$ cat config.mk
export PLATFORM = sky130hd
export DESIGN_NAME = revo_decoder
export DESIGN_NICKNAME = d
export VERILOG_FILES = /design/src/rtl/revo_decoder.sv
export SDC_FILE = /design/constraint.sdc
export NUM_CORES = 1
export LEC_CHECK = 0
export CORE_MARGIN = 2
export CORE_UTILIZATION = 51
export CTS_CLUSTER_DIAMETER = 50
export DETAILED_ROUTE_END_ITERATION = 8
export HOLD_SLACK_MARGIN = 0.15
export MAX_ROUTING_LAYER = met4
export PLACE_DENSITY = 0.76
export RECOVER_POWER = 25
export SLEW_MARGIN = 20
export SYNTH_ARGS = -nofsm -noshare
export SYNTH_HDL_FRONTEND = slang
export SYNTH_SLANG_ARGS = --single-unit
$ cat constraint.sdc
create_clock -name clock -period 3.8 [get_ports clock]
set_clock_uncertainty 0.05 [all_clocks]
set_input_delay 0.76 -clock clock [delete_from_list [all_inputs] [get_ports clock]]
set_output_delay 0.76 -clock clock [all_outputs]
set_load 0.02 [all_outputs]
$ cat src/rtl/revo_decoder.sv
// revo_decoder: oversampled revo-on-clock receiver with lock tracking, revo strobe and link statistics
module revo_decoder #(
  parameter int OVERSAMPLE     = 4,
  parameter int NORMAL_LOW_MAX = OVERSAMPLE - 1,
  parameter int MARKER_LOW_MIN = 5,
  parameter int MARKER_LOW_MAX = 7,
  parameter int HIGH_MIN       = 1,
  parameter int HIGH_MAX       = OVERSAMPLE - 1,
  parameter int TIMEOUT        = 16,
  parameter int LOCK_EDGES     = 16,
  parameter int PERIOD_WIDTH   = 24,
  parameter int COUNT_WIDTH    = 16
) (
  input  logic                    clock,
  input  logic                    reset,
  input  logic                    encoded,
  output logic                    revo,
  output logic                    locked,
  output logic [COUNT_WIDTH-1:0]  revo_count,
  output logic [PERIOD_WIDTH-1:0] revo_period,
  output logic                    period_valid,
  output logic [COUNT_WIDTH-1:0]  error_count
);
  localparam logic [7:0] NL_MAX  = 8'(NORMAL_LOW_MAX);
  localparam logic [7:0] M_MIN   = 8'(MARKER_LOW_MIN);
  localparam logic [7:0] M_MAX   = 8'(MARKER_LOW_MAX);
  localparam logic [7:0] H_MIN   = 8'(HIGH_MIN);
  localparam logic [7:0] H_MAX   = 8'(HIGH_MAX);
  localparam logic [7:0] TO_M1   = 8'(TIMEOUT - 1);
  localparam logic [7:0] LOCK_M1 = 8'(LOCK_EDGES - 1);
  typedef enum logic [1:0] {LOST, ACQUIRE, LOCKED} state_t;
  state_t state;
  logic s_meta, s, s_d;
  logic [7:0] low_run, high_run, good_cnt;
  logic rise, fall, good, marker, bad, timeout, have_revo;
  logic [PERIOD_WIDTH-1:0] since_revo;
  // Edge detection and run classification of the synchronized line
  always_comb begin
    rise    = s & ~s_d;
    fall    = ~s & s_d;
    good    = (rise & low_run >= 8'd1 & low_run <= NL_MAX) | (fall & high_run >= H_MIN & high_run <= H_MAX);
    marker  = rise & low_run >= M_MIN & low_run <= M_MAX;
    bad     = (rise | fall) & ~good & ~marker;
    timeout = (~s & ~s_d & low_run == TO_M1) | (s & s_d & high_run == TO_M1);
  end
  // Two-flop synchronizer, delay flop and saturating run-length counters
  always_ff @(posedge clock or posedge reset) begin
    if (reset) begin
      s_meta   <= 1'b0;
      s        <= 1'b0;
      s_d      <= 1'b0;
      low_run  <= '0;
      high_run <= '0;
    end else begin
      s_meta   <= encoded;
      s        <= s_meta;
      s_d      <= s;
      low_run  <= fall ? 8'd1 : (~s && low_run != 8'hff) ? low_run + 8'd1 : low_run;
      high_run <= rise ? 8'd1 : (s && high_run != 8'hff) ? high_run + 8'd1 : high_run;
    end
  end
  // Lock state machine with revo strobe, counters and revo period measurement
  always_ff @(posedge clock or posedge reset) begin
    if (reset) begin
      state        <= LOST;
      good_cnt     <= '0;
      revo         <= 1'b0;
      locked       <= 1'b0;
      have_revo    <= 1'b0;
      revo_count   <= '0;
      revo_period  <= '0;
      period_valid <= 1'b0;
      error_count  <= '0;
      since_revo   <= '0;
    end else begin
      revo <= 1'b0;
      if (since_revo != '1) since_revo <= since_revo + PERIOD_WIDTH'(1);
      case (state)
        LOST:
          if (rise) begin
            state    <= ACQUIRE;
            good_cnt <= '0;
          end
        ACQUIRE:
          if (good || marker) begin
            good_cnt <= good_cnt + 8'd1;
            if (good_cnt == LOCK_M1) begin
              state      <= LOCKED;
              locked     <= 1'b1;
              since_revo <= '0;
              have_revo  <= 1'b0;
            end
          end else if (bad || timeout) good_cnt <= '0;
        LOCKED:
          if (marker) begin
            revo         <= 1'b1;
            revo_count   <= revo_count + COUNT_WIDTH'(1);
            revo_period  <= (since_revo == '1) ? '1 : since_revo + PERIOD_WIDTH'(1);
            since_revo   <= '0;
            have_revo    <= 1'b1;
            period_valid <= period_valid | have_revo;
          end else if (bad || timeout) begin
            state        <= LOST;
            locked       <= 1'b0;
            period_valid <= 1'b0;
            error_count  <= (error_count == '1) ? error_count : error_count + COUNT_WIDTH'(1);
          end
        default: state <= LOST;
      endcase
    end
  end
endmodule

=== Word-level counts from Yosys, hierarchy flattened ===
Index checks and enable logic that the tools add are counted.

* Add/subtract/negate cells: 6
* Reduce and logical (&&, ||, !) cells: 17
* $lt $le $gt $ge: 6
* Div/mod/pow operators: 0
* Shifts and indexed selects: 0
* Multipliers: 0
* Bitwise gates (word level): 23
* Equal/unequal tests: 17
* Mux-type cells: 32

{| class="wikitable"
|+ Operator list
! cell !! count
|-
| $mux 24 || 5
|-
| $mux 8 || 7
|-
| $pmux 24 s2 || 1
|-
| $add 16x1->16 const B || 2
|-
| $add 24x1->24 const B || 1
|-
| $add 8x1->8 const B || 3
|-
| $eq 24x24->1 const B || 1
|-
| $eq 8x4->1 const B || 3
|-
| $ne 24x24->1 const B || 1
|-
| $eq 16x16->1 const B || 1
|-
| $ge 8x1->1 const B || 2
|-
| $le 8x2->1 const B || 2
|-
| $ne 8x8->1 const B || 2
|-
| $pmux 8 s2 || 1
|-
| $and 1x1->1 || 14
|-
| $ne 2x2->1 const B || 6
|-
| $mux 1 || 10
|-
| $mux 2 || 5
|-
| $reduce_and 5->1 || 2
|-
| $reduce_bool 2->1 || 5
|-
| $ge 8x3->1 const B || 1
|-
| $le 8x3->1 const B || 1
|-
| $reduce_and 4->1 || 2
|-
| $pmux 2 s3 || 1
|-
| other kinds (11) || 22
|}

* Memory bits (read-only): 0
* Output and inout bits: 59
* RAM bits: 0
* Latch bits: 0
* Register bits: 113
* Word-level logic and storage cells: 116
* Memories kept: 0

=== Depth between registers and ports, before layout ===
Gate-level depths: netlist of run 1.

* Depth after elaboration: 12
* Mapped depth: 9
* Gate-level depth less buffers: 8

=== Worst setup path before layout of run 1 ===
OpenSTA, ideal clock, no wires.

* Path type: flip-flop to flip-flop
* Start point: reg s
* End point: reg state[0]
* Data arrival time: 2.107 ns
* Period minus slack after synthesis: 2.282 ns
* Setup time: 0.125 ns
* Path slack: 1.518 ns
* Path buffers: 1
* Stages on the path, launching flop included: 8
* Data required time: 3.625 ns
* Cell sequence: dfrtp_1 -> inv_1 -> ha_1 -> clkbuf_1 -> nand4_1 -> a211o_1 -> a221oi_1 -> mux2_2

* Word-level cells in the longest chain between the ends: 11

{| class="wikitable"
|+ RTL lines
! item !! line !! text
|-
| start, declared || 33 || <nowiki>logic s_meta, s, s_d;</nowiki>
|-
| start signal, assigned || 56 || <nowiki>s <= s_meta;</nowiki>
|-
| $not 1->1 || 40, 44 ||
|-
| $and 1x1->1 || 40 || <nowiki>fall = ~s & s_d;</nowiki>
|-
| $and 1x1->1 (2 in a row) || 41 || <nowiki>good = (rise & low_run >= 8'd1 & low_run <= NL_MAX) | (fall & high_run >= H_MIN & high_run <= H_MAX);</nowiki>
|-
| $or 1x1->1 || 41 ||
|-
| $not 1->1 || 43 || <nowiki>bad = (rise | fall) & ~good & ~marker;</nowiki>
|-
| $and 1x1->1 (2 in a row) || 43 ||
|-
| $logic_or 1x1->1 || 102 || <nowiki>end else if (bad || timeout) begin</nowiki>
|-
| $ne 2x2->1 (no line) || - ||
|-
| $reduce_and 5->1 (no line) * || - ||
|-
| end signal, assigned || 65 || <nowiki>state <= LOST;</nowiki>
|-
| end signal, assigned || 103 || <nowiki>state <= LOST;</nowiki>
|-
| end signal, assigned || 108 || <nowiki>default: state <= LOST;</nowiki>
|-
| end, declared || 32 || <nowiki>state_t state;</nowiki>
|}

Mark *: on every way between the ends. The rest lies on a longest branch, timed or not.
A chain may end at the register's enable or synchronous reset.

==> metrics.md, run 1 <==
| Metric | Value |
|---|---|
| Status | finished, violations left |
| Failing checks | capacitance limit, slew limit |
| # port buffers | 61 |
| RSZ-0062 raised after global routing | false |
| Pin count of the biggest net entering global routing | 58 |
| Power Density | 497 nW/µm² |
| Reg2Reg Setup Slack | 1.05 ns |
| Slew headroom | -0.416 |
| Worst skew pair latency | 0.51 ns |
| Synth Register Bits | 113 |
| Post-Route WL | 12.2 mm |
| Worst Path Max Fanout | 57 |
| Layout cells sized above 1 | 0.0729 |
| Placement Setup Slack | 1.06 ns |
| Synth Warn # | 0 |
| Post-layout minimum cycle time | 2.90 ns |
| Core ar. | 10,700 µm² |
| Initial antenna violation count | 0 |
| Post-synth EDFFs | 0 |
| Initial DRC count | 224 |
| Fin nets | 655 |
| Cts bufs inserted | 17 |
| Setup Buffers After CTS | 0 |
| Final worst slack | 0.902 ns |
| Total number of vias | 4,399 |
| Final TNS setup | 0 ns |
| Fmax | 0.345 GHz |
| Critical path origin | reset |
| Worst Hold Class | reg -> reg |
| Top-area cell type share of the netlist area | 0.508 |
| Post-synthesis cell area | 5570 µm² |
| WP data required | 4.38 ns |
| Met1 usage | 0.288 |
| Final ANT Viol Nets | 0 |
| Global-route usage over all layers | 0.233 |
| Yosys top cell by area | dfrtp_1 |
| Worst hold stages | 0 |
| Distinct cell type count after synthesis | 46 |
| Data arrival, critical path | 3.48 ns |
| Final period util | 0.763 |
| GR Overflow Total | 0 |
| Initial core utilization | 0.518 |
| # IOs | 62 |
| Vias/cell | 5.60 |
| Met2 Resource Use GR | 0.372 |
| Startpoint Class | primary input |
| Max-Cap Viols | 1 |
| Full die area | 11,800 µm² |
| Max VDD drop | 0.000357 V |
| Clk sink count | 113 |
| Die Wd | 109 µm |
| Clk root buf | clkbuf_8 |
| Vias in the first global route | 4,463 |
| Main synth FF type | dfrtp_1 |
| Hold buffers post-CTS | 0 |
| Worst reg2reg path endpoint | revo_count[12] |
| Most used routing layer | met2 |
| First-pass GRT wire length | 20.9 mm |
| Post_cts resized | 0 |
| CTS max path bufs | 2 |
| Slew @ Worst Pin | 2.12 ns |
| Final hold slack | 0.302 ns |
| Top cells by area, synth | dfrtp_1, xor2_1, nor2_1 |
| CP Capture Type | async pin |
| Mean area per synthesized cell | 9.81 µm² |
| Seq/Total Area, Yosys | 0.508 |
| Die Height | 109 µm |
| Diode count | 0 |
| Crit Path Class | in -> async |
| Reg2reg start | s |
| Wirelength per Cell | 15.6 µm |
| Hpwl dp | 7.97 mm |
| Synth-to-layout area growth | 24.2% |
| Max Slew Vio Count | 58 |
| Met3 Track Usage GR | 0.0428 |
| Final hold vios | 0 |
| Leak | 0.00309 µW |
| Synthesized Nets | 590 |
| Syn Inst Count | 568 |
| Rows | 38 |
| CP Capture Point | revo_period[4] |
| Final GP Congestion | 0.837 |
| CTS tree | yes |
| Drt drc | 0 |
| H-tree depth | 4 |
| HP Start | s_meta |
| Pre-antenna DRT Iters | 5 |
| Worst-path clk slew | 0.05 ns |
| Final setup fails | 0 |
| Reg2reg path depth | 7 |
| Ys async rst share | 1.00 |
-- synthesized netlist by cell type, types with 18 or more instances --
cell type	number
nand2_1	48
o21ai_0	23
xnor2_1	26
inv_1	22
nor4_1	18
nor2_1	74
dfrtp_1	113
nand3_1	31
xor2_1	35
ha_1	19
a21oi_1	20
nand4_1	21
-- how the worst min path moves through the flow --
stage	end
final	s
after global routing	s
after detailed placement	s
after floorplan	s
after CTS	s
after global placement	s
-- power by group --
group	internal (µW)	switching, µW
registers	1270	91.5
logic	173	313
clock network	1040	545
total	2490	950
-- critical path, cell delays in order --
cell and delay [ns]:
dlygate4sd3_1 0.53, inv_1 1.50, clkbuf_2 0.64
-- kinds of logic after synthesis --
kind of cell / share of synthesized area
simple gates: 0.224
flops: 0.508
xor+xnor: 0.0959
fa+ha+maj: 0.0427
compound gates: 0.0887
buf+inv: 0.0317
mux: 0.00966
-- per-layer routing --
| layer | share of wire | wire length (µm) |
|---|---|---|
| met5 | 0 | 0 |
| met1 | 0.44 | 5390 |
| met3 | 0.037 | 453 |
| met4 | 0.015 | 186 |
| met2 | 0.51 | 6180 |
-- cells in the final DEF (no fill, tap or decap), drive strengths merged, types with 5 or more instances in the layout --
cell / Yosys / routed
o22ai: 5 / 5
nand2: 48 / 48
clkinv: 1 / 6
dfrtp: 113 / 113
ha: 19 / 19
clkbuf: 14 / 22
nor3: 13 / 13
clkdlybuf4s50: 0 / 59
o21ai: 24 / 24
nand4: 21 / 21
and4: 7 / 7
nand3: 32 / 32
nor4: 21 / 21
inv: 22 / 22
xnor2: 26 / 26
and3: 10 / 10
buf: 7 / 5
xor2: 35 / 35
nor2: 74 / 74
nand2b: 10 / 10
a21oi: 20 / 20
a211oi: 7 / 7
a31oi: 9 / 9
-- through the flow --
step	utilization	cell area, µm²	std cells	total power, µW
6_report	0.644	6920	785	3440
4_1_cts	0.643	6910	785	3460
2_1_floorplan	-	5570	568	1740
3_5_place_dp	0.588	6320	754	1860
5_1_grt	0.644	6920	785	3600
3_3_place_gp	0.588	6320	754	1830
-- state kept, by name, summed over array words and instances (netlist names), 2 cells and up --
signal       count
high_run         8
good_cnt         8
state            2
low_run          8
since_revo      24
revo_period     24
revo_count      16
error_count     16
-- layout make-up --
type	instances	area, µm²
Fill cell	847	3830
Inverter	23	86.3
Tap cell	140	175
Sequential cell	113	2830
Multi-Input combinational cell	411	2580
Clock inverter	10	134
Timing Repair Buffer	67	653
Clock buffer	21	459
Note: power is estimated with default switching activity, not from simulation.
==> run 2: changes to the inputs <==
clock period = 2.4 ns   (was 3.8 ns; I/O delays follow)
==> run 2 against run 1 <==
  * The run now ends clean
  * Non-clock buffer count up 16
  * Sequential share of layout area down 1.4 points
  * Sequential power up 57%
  * Combinational power up 80%
  * Final cell count up 2.2%
  * Clock power up 84%
  * Utilization up 2.3 points
  * Global-route usage down 0.11 points
  * Critical path depth up 2
==> metrics.md, run 2 (synthesized netlist as in run 1, its figures left out) <==
| Metric | Value |
|---|---|
| Status | finished clean |
| Commonest non-fill, non-tap cell in the layout | dfrtp_1 |
| WHS Endpoint | s |
| Total number of vias | 4,545 |
| Commonest non-fill, non-tap cells in the layout | dfrtp_1, nor2_1, clkdlybuf4s50_1, nand2_1, xor2_1 |
| Worst reg2reg path endpoint | state[0] |
| Vias in the first global route | 4,463 |
| Data arrival, critical path | 2.65 ns |
| Initial DRC count | 292 |
| Full die area | 11,800 µm² |
| CP Depth | 5 |
| Max VDD drop | 0.000604 V |
| Leak | 0.00320 µW |
| Synth-to-layout area growth | 28.6% |
| Pin count of the biggest net entering global routing | 65 |
| Cts bufs inserted | 17 |
| # port buffers | 61 |
| CTS tree | yes |
| Pre-antenna DRT Iters | 5 |
| Final TNS setup | 0 ns |
| Wirelength per Cell | 15.6 µm |
| CP max stage delay | 0.43 ns |
| Initial antenna violation count | 0 |
| Rows | 38 |
| Final setup fails | 0 |
| Vias/cell | 5.67 |
| Clk sink count | 113 |
| Final Non-Filler Cells | 802 |
| Drt drc | 0 |
| Power Density | 829 nW/µm² |
| Post_cts resized | 0 |
| Die Wd | 109 µm |
| Final period util | 0.961 |
| Fillers | 840 |
| Worst Path Max Fanout | 6 |
| HP Start | s_meta |
| CP Capture Type | flop |
| Final GP Congestion | 0.880 |
| CP top delay family | compound AO/OA/AOI/OAI gates |
| Reg2Reg Setup Slack | 0.09 ns |
| Fmax | 0.434 GHz |
| Worst-path clk slew | 0.06 ns |
| # IOs | 62 |
| CTS max path bufs | 2 |
| Clk root buf | clkbuf_8 |
| CP max-delay cell | a211o_4 |
| RSZ-0062 raised after global routing | false |
| Buf+Inv Stages, Crit Path | 0 |
| Final ANT Viol Nets | 0 |
| Reg2reg path depth | 5 |
| Reg2reg start | high_run[6] |
| Layout cells sized above 1 | 0.0982 |
| Worst Hold Class | reg -> reg |
| Startpoint Class | flop |
| Worst skew pair latency | 0.51 ns |
| Slew @ Worst Pin | 0.859 ns |
| Largest registers | revo_period: 24 flops, since_revo: 24 flops |
| Initial core utilization | 0.518 |
| Fin nets | 671 |
| H-tree depth | 4 |
| Crit-path cells | nor4_2 > nand4_1 > a211o_4 > a221oi_1 > mux2_2 |
| Hold buffers post-CTS | 0 |
| Max Slew Vio Count | 0 |
| Setup Buffers After CTS | 0 |
| Placed cell count | 770 |
| Final hold vios | 0 |
| Core ar. | 10,700 µm² |
| Global-route usage over all layers | 0.232 |
| WP data required | 2.75 ns |
| First-pass GRT wire length | 20.9 mm |
| Worst hold stages | 0 |
| Diode count | 0 |
| Crit Path Class | reg -> reg |
| Slew headroom | 0.427 |
| Post-Route WL | 12.5 mm |
| Max-Cap Viols | 0 |
| Post-layout minimum cycle time | 2.31 ns |
| GR Overflow Total | 0 |
| Die Height | 109 µm |
| Hpwl dp | 8.28 mm |
| Final hold slack | 0.298 ns |
run 2: changes by cell type in the layout (fill, tap and decap cells not counted), sizes merged:
cell / before / now
clkinv: 6 / 2
buf: 5 / 20
inv: 22 / 21
clkbuf: 22 / 25
bufinv: 3 / 7
run 2: layout make-up:
cell class / count / area [µm²] / share of cell area
multi-input combinational: 411 / 2590 / 0.362
inverter: 23 / 87.6 / 0.0122
clock inverter: 9 / 226 / 0.0316
sequential: 113 / 2830 / 0.395
timing repair buffer: 83 / 798 / 0.111
tap: 140 / 175 / 0.0245
clock buffer: 23 / 457 / 0.0638
run 2: power breakdown:
group	internal, µW	switching [µW]	total [µW]
clock	2060	862	2920
sequential	2010	124	2140
combinational	350	527	877
total	4420	1510	5930
run 2: worst max-delay path by stage:
stage | start | to | slack (ns)
2_1_floorplan | s | state[0] | 0.12
3_3_place_gp | s | state[0] | 0.13
3_5_place_dp | s | state[0] | 0.05
4_1_cts | s | state[0] | 0.009
5_1_grt | s | state[0] | 0.002
6_report | high_run[6] | state[0] | 0.09
run 2: through the flow:
step	power, µW	instance area, µm²	setup WS [ns]	util
floorplan	2760	5570	0.118	-
global placement	2990	6490	0.127	0.604
detailed placement	3030	6490	0.0467	0.604
CTS	5970	7170	0.00944	0.668
global route	6180	7160	0.00213	0.667
finish	5930	7160	0.0940	0.667
run 2: worst reg2reg max path: cells and delay by family, from the launching register on:
family / cells / cell delay [ns]
AOI/OAI and AO/OA: 2 / 0.71
DFF: 1 / 0.41
muxes: 1 / 0.36
and+or+nand+nor: 2 / 0.66
run 2: metal layers:
metal,up-vias,GRT usage,share of wire
li1,2162,-,-
met5,-,-,0
met1,2273,0.295,0.45
met3,8,0.0615,0.038
met4,0,0.0668,0.0070
met2,102,0.368,0.50
==> run 3: changes to the inputs <==
ABC_AREA = 1   (was unset)
CORE_UTILIZATION = 55   (was 51)
DONT_BUFFER_PORTS = 1   (was unset)
PLACE_DENSITY = 0.73   (was 0.76)
REMOVE_ABC_BUFFERS = 1   (was unset)
==> run 3 against run 2 <==
  * Non-clock buffer count decreased by 73
  * Largest power group unchanged
  * Power decreased by 0.76%
  * First-iteration DRC count increased by 6.8%
  * Clock power decreased by 16%
  * Wire length increased by 7.3%
  * Sequential power increased by 8%
  * Die area increased by 5.7%
  * Sequential cell count unchanged
  * Count of clock-buffer cells in the layout decreased by 4
  * Final cell count increased by 22%
  * Combinational power increased by 28%
  * Largest cell class is now multi-input gates
  * Via count increased by 12%
==> metrics.md, run 3 <==
| Metric | Value |
|---|---|
| Logic pwr share | 0.191 |
| Leak | 0.00351 µW |
| Final hold vios | 0 |
| NetSw | 1870 µW |
| Slew headroom | 0.371 |
| Top-area cell type share of the netlist area | 0.444 |
| Synth Register Bits | 113 |
| Mean area per synthesized cell | 7.90 µm² |
| Uppermost layer routed | met4 |
| Slew @ Worst Pin | 0.942 ns |
| Die Height | 112 µm |
| Top cells by area, synth | dfrtp_1, nand2_1, inv_1 |
| Die Wd | 112 µm |
| Cell Int Power | 4020 µW |
| Final GP Congestion | 0.900 |
| Post-synth top cells | nand2_1, dfrtp_1, inv_1 |
| GR Overflow Total | 0 |
| Wirelength per Cell | 13.8 µm |
| Post-layout util | 0.625 |
| Max Slew Vio Count | 0 |
| Largest registers | revo_period: 24 flops, since_revo: 24 flops |
| Worst Path Max Fanout | 5 |
| Reg2reg path depth | 11 |
| Startpoint Class | flop |
| Commonest non-fill, non-tap cells in the layout | nand2_1, dfrtp_1, inv_1, nor2_1, nand3_1 |
| Routed wl met2 | 6.84 mm |
| Final setup fails | 0 |
| Total number of vias | 5,101 |
| Power Density | 828 nW/µm² |
| Clock power share | 0.418 |
| Data arrival, critical path | 2.36 ns |
| Initial DRC count | 312 |
| Worst-path clk slew | 0.05 ns |
| Area occupied by registers | 2830 µm² |
| CP Capture Type | flop |
| Rows | 39 |
| H-tree depth | 4 |
| Reg2Reg Setup Slack | 0.29 ns |
| Clk sink count | 113 |
| Final ANT Viol Nets | 0 |
| Layout cells sized above 1 | 0.107 |
| Top-count cell post-synth | nand2_1 |
| Max VDD drop | 0.000806 V |
| Syn Inst Count | 806 |
| Post-Route WL | 13.4 mm |
| First-pass GRT wire length | 23.6 mm |
| Seq/Total Area, Yosys | 0.444 |
| Initial core utilization | 0.560 |
| Synth-to-layout area growth | 11.7% |
| Total power draw | 5890 µW |
| Fin nets | 844 |
| RSZ-0062 raised after global routing | false |
| Post-synthesis cell area | 6370 µm² |
| Critical path origin | since_revo[0] |
| Initial antenna violation count | 0 |
| Clk root buf | clkbuf_16 |
| Main synth FF type | dfrtp_1 |
| Worst skew pair latency | 0.42 ns |
| Worst reg2reg path endpoint | since_revo[0] |
| Met1 Wirelength | 5.89 mm |
| CP max stage delay | 0.37 ns |
| Crit Path Class | reg -> reg |
| Pin count of the biggest net entering global routing | 48 |
| Max-Cap Viols | 0 |
| Ys async rst share | 1.00 |
| Pre-antenna DRT Iters | 6 |
| # IOs | 62 |
| Crit-path cells | ha_1 > nand2_1 > nor2_4 > nand2_1 > nor2_2 > nand2_1 > nor4_2 > nand4_1 > ha_1 > inv_1 > nor2_2 |
| Reg2reg start | since_revo[0] |
| Diode count | 0 |
| Final period util | 0.880 |
| # port buffers | 0 |
| Distinct cell type count after synthesis | 37 |
| Hpwl dp | 9.67 mm |
| Worst Hold Class | reg -> reg |
| Synth Warn # | 0 |
| CP Capture Point | since_revo[0] |
| Post-synth EDFFs | 0 |
| Setup Buffers After CTS | 0 |
| WP data required | 2.65 ns |
| CP max-delay cell | dfrtp_1 |
| CTS max path bufs | 2 |
| Vias in the first global route | 5,019 |
| Commonest non-fill, non-tap cell in the layout | nand2_1 |
| Global-route usage over all layers | 0.242 |
| Placed cell area | 6520 µm² |
| Full die area | 12,500 µm² |
| Sequential power share | 0.392 |
| Vias/cell | 5.22 |
| Yosys top cell by area | dfrtp_1 |
| Met3 wire length | 532 µm |
| Worst hold stages | 0 |
| Fmax | 0.474 GHz |
| Cts bufs inserted | 17 |
| Post-layout minimum cycle time | 2.11 ns |
| Fillers | 1,012 |
| Final non-filler cell area | 7110 µm² |
| Sw Ratio | 0.318 |
| Most used cell, CP | nand2_1 |
| CTS tree | yes |
| Area of the multi-input gates | 3050 µm² |
| Status | finished clean |
| Drt drc | 0 |
| Core ar. | 11,400 µm² |
run 3: changes by cell type in the layout (fill, tap and decap cells not counted), sizes merged, moves of 10 or more:
cell           delta
nand2b           -10
nand2           +203
buf              -13
xnor2            -11
nor4             -19
inv              +81
and3             -10
o21ai            +14
nand3            +30
clkdlybuf4s50    -59
nor3             +13
nor2             +15
run 3: per-layer routing:
metal / track usage / vias to the layer above
met4: 0.0790 / 0
met5: - / -
met1: 0.285 / 2415
met2: 0.402 / 100
met3: 0.0680 / 17
li1: - / 2569
run 3: what timing repair did:
action	CTS	global route
resized for setup	0	2
hold buffers	2	0
endpoints found under the setup margin	0	2
endpoints found under the hold margin	45	0
run 3: kinds of logic (layout without fill, tap and decap cells):
group	Yosys count	count (layout)	share of synthesized area
buffers and inverters	117	145	0.0780
XOR/XNOR	44	44	0.0605
adder cells (fa/ha/maj)	19	19	0.0373
flip-flops	113	113	0.444
AND/OR/NAND/NOR	454	454	0.330
AO/OA/AOI/OAI	59	59	0.0503
run 3: how the worst min path moves through the flow:
stage / to / slack (ns) / from
floorplan: s / 0.28 / s_meta
global placement: s / 0.29 / s_meta
detailed placement: s / 0.29 / s_meta
CTS: s / 0.30 / s_meta
global route: s / 0.31 / s_meta
finish: s / 0.30 / s_meta
run 3: area by class of cell:
| cell class | count | area share |
|---|---|---|
| Timing Repair Buffer | 10 | 0.0113 |
| Clock inverter | 12 | 0.0201 |
| Clock buffer | 19 | 0.0609 |
| Inverter | 104 | 0.0560 |
| Sequential cell | 113 | 0.398 |
| Multi-Input combinational cell | 576 | 0.429 |
| Tap cell | 143 | 0.0252 |
run 3: power groups by stage:
stage	Clock (µW)	Combinational, µW	Sequential, µW
final	2460	1120	2310
after global placement	0	1090	2330
after global routing	2590	1300	2330
after floorplan	0	869	2290
after CTS	2490	1140	2310
after detailed placement	0	1130	2340
run 3: critical path, delay by kind of cell (launching register included):
family | cells | cell delay (ns)
fa+ha+maj | 2 | 0.48
flops | 1 | 0.37
simple gates | 8 | 1.04
buf+inv | 1 | 0.07
run 3: through the flow:
stage | hold WS (ns) | worst slack (ns) | cells | setup TNS [ns]
2_1_floorplan | 0.281 | -1.12 | 793 | -126.26
3_3_place_gp | 0.290 | 0.347 | 944 | 0
3_5_place_dp | 0.289 | 0.194 | 944 | 0
4_1_cts | 0.300 | 0.186 | 977 | 0
5_1_grt | 0.313 | 0.0631 | 977 | 0
6_report | 0.301 | 0.289 | 977 | 0
